### src/rtl/uart_pkg.sv
// Shared UART constants and the receive FSM state type, used by both the RX and TX paths.
package uart_pkg;

  localparam int CLK_HZ       = 5_760_000;
  localparam int BAUD         = 115_200;
  localparam int CLKS_PER_BIT = CLK_HZ / BAUD;
  localparam int HALF_BIT     = CLKS_PER_BIT / 2 - 1;
  localparam int DATA_BITS    = 8;
  localparam int STOP_BITS    = 1;

  typedef enum logic [2:0] {
    RX_IDLE      = 3'd0,
    RX_START     = 3'd1,
    RX_DATA      = 3'd2,
    RX_STOP      = 3'd3,
    RX_WAIT_HIGH = 3'd4
  } rx_state_e;

endpackage

### src/rtl/uart_rx_sync.sv
// Two-flop synchronizer for an asynchronous idle-high input; both flops reset to 1
// so a line that is idle at reset never looks like a start bit.
module uart_rx_sync (
  input  logic clk,
  input  logic reset_b,
  input  logic d,
  output logic q
);

  logic meta;

  always_ff @(posedge clk or negedge reset_b) begin
    if (!reset_b) begin
      meta <= 1'b1;
      q    <= 1'b1;
    end else begin
      meta <= d;
      q    <= meta;
    end
  end

endmodule

### src/rtl/uart_rx_core.sv
// 8N1 UART receiver: mid-bit sampling of the synchronized RX line, a holding register
// with a valid/ack handshake, and single-cycle framing and overrun pulses.
module uart_rx_core
  import uart_pkg::*;
#(
  parameter int CLKS_PER_BIT = uart_pkg::CLKS_PER_BIT
) (
  input  logic       clk,
  input  logic       reset_b,
  input  logic       rx_in,
  output logic [7:0] rx_data,
  output logic       rx_valid,
  input  logic       rx_ack,
  output logic       framing_err,
  output logic       overrun_err,
  output rx_state_e  state_dbg
);

  localparam int CNT_W = $clog2(CLKS_PER_BIT);
  localparam logic [CNT_W-1:0] CNT_HALF = CNT_W'(CLKS_PER_BIT / 2 - 1);
  localparam logic [CNT_W-1:0] CNT_LAST = CNT_W'(CLKS_PER_BIT - 1);
  localparam logic [2:0]       IDX_LAST = 3'(DATA_BITS - 1);

  logic             rx_s;
  rx_state_e        state_q, state_d;
  logic [CNT_W-1:0] cnt_q;
  logic [2:0]       bit_idx_q;
  logic [7:0]       shift_q;
  logic             sample_bit;
  logic             load;
  logic             frame_bad;

  uart_rx_sync u_sync (
    .clk     (clk),
    .reset_b (reset_b),
    .d       (rx_in),
    .q       (rx_s)
  );

  always_comb begin
    state_d    = state_q;
    sample_bit = 1'b0;
    load       = 1'b0;
    frame_bad  = 1'b0;
    case (state_q)
      RX_IDLE: begin
        if (!rx_s) state_d = RX_START;
      end
      RX_START: begin
        // A start bit that is high again at mid-bit was a glitch.
        if (cnt_q == CNT_HALF) state_d = rx_s ? RX_IDLE : RX_DATA;
      end
      RX_DATA: begin
        if (cnt_q == CNT_LAST) begin
          sample_bit = 1'b1;
          if (bit_idx_q == IDX_LAST) state_d = RX_STOP;
        end
      end
      RX_STOP: begin
        if (cnt_q == CNT_LAST) begin
          if (rx_s) begin
            load    = 1'b1;
            state_d = RX_IDLE;
          end else begin
            frame_bad = 1'b1;
            state_d   = RX_WAIT_HIGH;
          end
        end
      end
      RX_WAIT_HIGH: begin
        if (rx_s) state_d = RX_IDLE;
      end
      default: state_d = RX_IDLE;
    endcase
  end

  always_ff @(posedge clk or negedge reset_b) begin
    if (!reset_b) begin
      state_q   <= RX_IDLE;
      cnt_q     <= '0;
      bit_idx_q <= '0;
      shift_q   <= '0;
    end else begin
      state_q <= state_d;
      // The counter also restarts between data bits so every bit gets a full period.
      if ((state_d != state_q) || sample_bit) cnt_q <= '0;
      else                                    cnt_q <= cnt_q + CNT_W'(1);
      if (state_q != RX_DATA)  bit_idx_q <= '0;
      else if (sample_bit)     bit_idx_q <= bit_idx_q + 3'd1;
      if (sample_bit) shift_q <= {rx_s, shift_q[7:1]};
    end
  end

  // Handshake: rx_valid is a level held until the consumer pulses rx_ack while it is
  // high; the ack takes effect on the next edge. A new byte arriving on that same edge
  // takes priority and keeps rx_valid high; arriving without an ack it overwrites the
  // unread byte and raises overrun_err for one cycle.
  always_ff @(posedge clk or negedge reset_b) begin
    if (!reset_b) begin
      rx_data     <= 8'h00;
      rx_valid    <= 1'b0;
      framing_err <= 1'b0;
      overrun_err <= 1'b0;
    end else begin
      framing_err <= frame_bad;
      overrun_err <= 1'b0;
      if (load) begin
        rx_data     <= shift_q;
        rx_valid    <= 1'b1;
        overrun_err <= rx_valid && !rx_ack;
      end else if (rx_ack) begin
        rx_valid <= 1'b0;
      end
    end
  end

  assign state_dbg = state_q;

endmodule

### config.mk
export PLATFORM = sky130hd
export DESIGN_NAME = uart_rx_core
export DESIGN_NICKNAME = d
export VERILOG_FILES = /design/src/rtl/uart_pkg.sv /design/src/rtl/uart_rx_sync.sv /design/src/rtl/uart_rx_core.sv
export SDC_FILE = /design/constraint.sdc
export NUM_CORES = 1
export LEC_CHECK = 0
export ABC_AREA = 1
export BUFFER_PORTS_ARGS = -buffer_cell sky130_fd_sc_hd__clkbuf_2
export CAP_MARGIN = 20
export CORE_MARGIN = 10
export CORE_UTILIZATION = 56
export CTS_CLUSTER_DIAMETER = 30
export DETAILED_ROUTE_END_ITERATION = 10
export GPL_TIMING_DRIVEN = 0
export PLACE_DENSITY_LB_ADDON = 0.15
export SYNTH_ARGS = -nofsm -noshare
export SYNTH_HDL_FRONTEND = slang
export SYNTH_SLANG_ARGS = --single-unit
### constraint.sdc
create_clock -name clk -period 1.5 [get_ports clk]
set_input_delay 0.225 -clock clk [delete_from_list [all_inputs] [get_ports clk]]
set_output_delay 0.225 -clock clk [all_outputs]
set_load 0.05 [all_outputs]
# --- Word level (Yosys, flattened, before mapping) ---
# Index checks and enable logic that the tools add are counted.
totals:
  regBits: 33
  wordCells: 50
  input_bits: 4
  output_inout_bits: 14
classes:
  n_eq_ne: 9
  n_mux: 23
  n_addsub: 2
  n_reduce_logical: 6
op_table:
  columns: ["cell", "n"]
  rows:
  - ["two-way mux 3 bit", 9]
  - ["one-hot mux 3 bit (5 select lines)", 1]
  - ["two-way mux 1 bit", 11]
  - ["adder 6 x 1 -> 6 bit, second input constant", 1]
  - ["== test 3 x 2 -> 1 bit, second input constant", 2]
  - ["== test 3 bit, second input constant", 2]
  - ["== test 6 x 5 -> 1 bit, second input constant", 1]
  - ["== test 6 bit, second input constant", 1]
  - ["two-way mux 6 bit", 1]
  - ["nonzero test 2 bit", 2]
  - ["adder 3 x 1 -> 3 bit, second input constant", 1]
  - ["== test 3 x 1 -> 1 bit, second input constant", 1]
  - ["logical NOT 3 bit", 1]
  - ["!= test 3 x 2 -> 1 bit, second input constant", 1]
  - ["!= test 3 bit", 1]
  - ["two-way mux 2 bit", 1]
  - ["logical AND 1 bit", 1]
  - ["logical NOT 1 bit", 1]
  - ["logical OR 1 bit", 1]

# --- Logic depth before layout (Yosys ltp) ---
depth:
  ltp_word: 7
  ltp_mapped: 11
  depth_no_buf: 11

# --- Modules after synthesis ---
# A second synthesis with hierarchy kept.
hier_totals:
  cells_unflattened: 152
  area_unflattened_um2: 1495.2
modules_own_cells:
  columns: ["module", "n_inst", "cells_per_inst", "area_per_inst_um2"]
  rows:
  - ["uart_rx_core", 1, 150, 1442.6]
  - ["uart_rx_sync", 1, 2, 52.6]

# --- Least setup slack after synthesis ---
# Ideal clock, no wire load.
synth_path:
  kind: "flip-flop to flip-flop"
  startpoint: "register state_q[0] (netlist: state_dbg[0])"
  endpoint: "register rx_data[4]"
  required_ns: 1.373
  path_buffers: 1
  stages_incl_launch_ff: 7
  setup_time_ns: 0.127
  period_less_slack_ns: 1.574
  t_arrival_ns: 1.447
  slack_ns: -0.074
  cell_sequence: "dfrtp_1 > nand2_1 > nor2_4 > nand3_2 > clkbuf_2 > nand2_1 > o21ai_0"
synth_via:
  elab_chain_cells: 2
synth_rtl:
  columns: ["element", "line", "text"]
  rows:
  - ["start: declaration", "uart_rx_core.sv:25", "rx_state_e state_q, state_d;"]
  - ["start signal: assignment", "uart_rx_core.sv:84", "state_q <= state_d;"]
  - ["== test 3 x 2 -> 1 bit", "uart_rx_core.sv:45", "case (state_q)"]
  - ["two-way mux 1 bit", "uart_rx_core.sv:45", null]
  - ["end signal: assignment", "uart_rx_core.sv:108", "rx_data <= shift_q;"]
  - ["end: declaration", "uart_rx_core.sv:11", "output logic [7:0] rx_data,"]
# No other way between the ends.
# A chain may end at the register's enable or synchronous reset.

# --- Worst setup path after layout ---
layout_path:
  startpoint: "register cnt_q[1]"
  endpoint: "register cnt_q[5]"
layout_via:
  elab_chain_cells: 6
layout_rtl:
  columns: ["element", "line", "text"]
  rows:
  - ["start: declaration", "uart_rx_core.sv:26", "logic [CNT_W-1:0] cnt_q;"]
  - ["start signal: assignment", "uart_rx_core.sv:87", "else cnt_q <= cnt_q + CNT_W'(1);"]
  - ["== test 6 bit or == test 6 x 5 -> 1 bit (tied branches)", "uart_rx_core.sv:54, uart_rx_core.sv:60, uart_rx_core.sv:51", null]
  - ["two-way mux 3 bit (on tied branches)", "uart_rx_core.sv:60, uart_rx_core.sv:51, uart_rx_core.sv:54", null]
  - ["one-hot mux 3 bit (5 select lines) *", "uart_rx_core.sv:45", null]
  - ["net state_d[0]", "uart_rx_core.sv:25", null]
  - ["!= test 3 bit *", "uart_rx_core.sv:86", "if ((state_d != state_q) || sample_bit) cnt_q <= '0;"]
  - ["logical OR 1 bit *", "uart_rx_core.sv:86", null]
  - ["two-way mux 6 bit *", "uart_rx_core.sv:86", null]
# Mark *: on every way through the listed nets, which the timed path passes. The rest lies on a longest branch.

==> summary.md <==
| Metric | Value |
|---|---|
| Status | `finished with violations` |
| Failing checks | `negative setup slack` |
| R2R setup slack | `-0.03 ns` |
| Antenna Nets Post-Route | `0` |
| First-pass DRT Iterations | `4` |
| Cell Count, Final, Fillers Out | `220` |
| Gr usage total | `approximately an eighth` |
| Initial antenna violation count | `0` |
| Yosys top cell by area | `dfrtp_1` |
| Yosys reg bits | `33` |
| CTS Sinks | `33` |
| Avg Cell Area, Syn | `between 9 and 10 µm²` |
| Cells on Worst Hold Path | `2` |
| Synthesized Nets | `around 160` |
| Diode count | `0` |
| Die outline width | `between 70 and 80 µm` |
| Num CTS Buffers | `5` |
| Hold slack | `between 0.05 and 0.06 ns` |
| PD cells | `between 1000 and 1500 nW/µm²` |
| Clk pin slew, worst setup/hold paths | `0.10 ns` |
| RD Place Congestion | `approximately 0.8` |
| # setup viols final | `6` |
| Core Region | `around 2500 µm²` |
| Hold Path Origin | `rx_ack` |
| Area contributors post-synth | `dfrtp_1, nand2_1, o21ai_0` |
| Clk_lat worst skew | `0.33 ns` |
| Reg2reg start | `cnt_q[1]` |
| Required @ worst endpoint | `~1.8 ns` |
| Post-DP HPWL | `between 1500 and 2000 µm` |
| Synth top area share | `53.26%` |
| Pin count of the biggest net entering global routing | `34` |
| R2R Path End | `cnt_q[5]` |
| R2r worst-path depth | `10` |
| Post-route DRC violation count | `0` |
| Area delta synth->final | `28.26%` |
| FP Rows | `18` |
| Slew Viols, Final | `0` |
| Root Driver | `clkbuf_4` |
| Vias in the first global route | `roughly 1100` |
| Initial Util | `between 50% and 60%` |
| CTS tree | `yes` |
| Hold EP | `overrun_err` |
| Die Y | `~70 µm` |
| First-pass GRT wire length | `between 4000 and 5000 µm` |
| Vias | `1134` |
| Placed Instances | `approximately 200` |
| Leakage | `just under 0.9 nW` |
| Final Power | `approximately 2.5 mW` |
| # IOs | `18` |
| Fin crit share | `101.9%` |
| Avg Vias per Cell | `around 5` |
| DRT iter0 DRCs | `110` |
| Crit-path slowest cell | `dfrtp_1` |
| Share of cells above drive strength 1 | `between 30% and 40%` |
| Slew @ Worst Pin | `approximately 0.8 ns` |
| Remaining global-route overflow | `0` |
| Worst path arrival time | `1.78 ns` |
| Clock Skew | `between 0.01 and 0.015 ns` |
| Max-cap viol count | `0` |
| RSZ-0062 raised after global routing | `yes` |
| Setup ws final | `-0.02845 ns` |
| Crit path kind | `reg -> reg` |
| Slew headroom | `46.51%` |
| PortBufs | `17` |
| Worst VDD drop | `between 1 and 1.5 mV` |
| DRT Wirelength | `approximately 3200 µm` |
| Post-DR wirelength/cell | `approximately 14 µm` |
| Register area share after synthesis | `a little under three fifths` |
| Slowest stage delay, CP | `~0.39 ns` |
| Syn. warnings | `0` |
| H-tree depth | `2` |
| Syn Inst Count | `154` |
| Sum Neg Setup Slack | `-0.06512 ns` |
| Max Clk Rate | `roughly 650 MHz` |
| Worst-path fanout max | `6` |
| Full die area | `around 5000 µm²` |
| Final hold vios | `0` |
| Clock tree buffer depth | `2` |
| Sequence of cells on the critical path | `inv_2, ha_4, nand3_4, nor2_4, nand3_2, nand4_1, nand2_1, nand2_2, nand2_4, nor2_1` |
| Startpoint Class | `register` |
| Post-Synthesis Cell Area | `1456 µm²` |
| # nets final | `198` |
| Unique masters post-synth | `25` |
| Crit end category | `register` |
| Min-delay worst type | `in -> reg` |
| Final Critical Period | `1.528 ns` |
## flip-flops by register name, indices dropped and copies added (netlist names)
name	cells
rx_data	8
u_sync.meta	1
u_sync.q	1
state_dbg	3
overrun_err	1
shift_q	8
bit_idx_q	3
rx_valid	1
cnt_q	6
framing_err	1
## how the worst max path moves through the flow
stage,to,cells after the start,slack [ns],from
after global routing,cnt_q[5],10,-0.13,cnt_q[1]
after CTS,cnt_q[5],9,-0.002,cnt_q[0]
after global placement,rx_data[4],8,-0.09,cnt_q[1]
after detailed placement,rx_data[4],7,-0.16,cnt_q[1]
final,cnt_q[5],10,-0.03,cnt_q[1]
after floorplan,rx_data[4],7,0.07,state_dbg[2]
## report_power, final
group / switching (mW) / internal [mW]
registers: 0.0728 / 0.955
clock network: 0.287 / 0.398
logic: 0.476 / 0.273
total: 0.835 / 1.63
## metal layers
metal  vias up  global-route usage [%]  part of all wire [%]
met3         7                   5.439                   6.7
met4         0                   4.946                   2.0
met2        34                   18.69                    50
li1        556                       -                     -
met1       537                   13.12                    41
met5         -                       0                     0
## cell usage after synthesis
library cell / count
nor3_2: 2
nand3_2: 1
nand4_1: 2
buf_2: 1
a31oi_1: 1
nand2_1: 28
inv_1: 23
nor2_1: 13
nor3_1: 1
dfstp_2: 2
a21oi_1: 1
nor2_2: 2
nor2_4: 2
inv_2: 2
nand2_2: 2
ha_1: 5
buf_6: 1
xnor2_1: 2
nand3_1: 8
a22o_1: 2
clkbuf_2: 1
o21ai_0: 18
dfrtp_1: 31
xor2_1: 2
o211ai_1: 1
## critical path: cells and delay by family, from the launching register on
| kind | cells | cell delay [ns] |
|---|---|---|
| and+or+nand+nor | 8 | 0.84 |
| adders and majority gates | 1 | 0.15 |
| buffers and inverters | 1 | 0.08 |
| DFF | 1 | 0.39 |
## area by class of cell
class	instances	area [µm²]
flip-flops and latches	33	832.0
multi-input cells	93	613.1
fillers	172	609.3
repair buffers	29	187.7
inverters	25	93.84
clock buffers	7	55.05
well taps	30	37.54
clock inverters	1	30.03
plain buffers	2	18.77
## metrics by stage
| step | setup slack [ns] | instance area, µm² | utilization, % |
|---|---|---|---|
| 2_1_floorplan | 0.07375 | 1460 | - |
| 3_3_place_gp | -0.09494 | 1583 | 63.89 |
| 3_5_place_dp | -0.1608 | 1583 | 63.89 |
| 4_1_cts | -0.001967 | 1784 | 72.02 |
| 5_1_grt | -0.1276 | 1868 | 75.40 |
| 6_report | -0.02845 | 1868 | 75.40 |
## cells by family after synthesis
kind of cell | Yosys count | share of synthesized area [%]
AO/OA/AOI/OAI | 23 | 8.678
XOR/XNOR | 4 | 2.406
adder cells (fa/ha/maj) | 5 | 4.296
buffers and inverters | 28 | 7.903
flip-flops | 33 | 56.87
AND/OR/NAND/NOR | 61 | 19.84
## timing repair
| action | CTS | global route |
|---|---|---|
| endpoints found under the hold margin | 32 | 0 |
| endpoints found under the setup margin | 22 | 22 |
| setup buffers | 7 | 3 |
| hold buffers | 2 | 0 |
| pin swaps | 5 | 15 |
| gates resized for setup | 12 | 17 |
## layout by cell type, fill, tap and decap left out, types with 2 or more instances in the layout
cell           netlist  routed
dfrtp_1             31      28
nand2_1             28      24
inv_1               23      21
clkbuf_2             1      17
o21ai_0             18      15
nor2_1              13      12
buf_4                0       8
clkbuf_4             0       6
nand3_1              8       5
nor2_4               2       4
inv_2                2       4
nand2_2              2       4
buf_6                1       3
o21ai_1              0       3
ha_1                 5       3
dfrtp_2              0       3
nand3_4              0       2
nand3_2              1       2
nand2_4              0       2
nand4_1              2       2
nor3_4               0       2
xor2_1               2       2
xnor2_1              2       2
a22o_1               2       2
ha_4                 0       2
dlygate4sd3_1        0       2
dfstp_2              2       2
No activity file was read; power rests on OpenSTA's default activity.
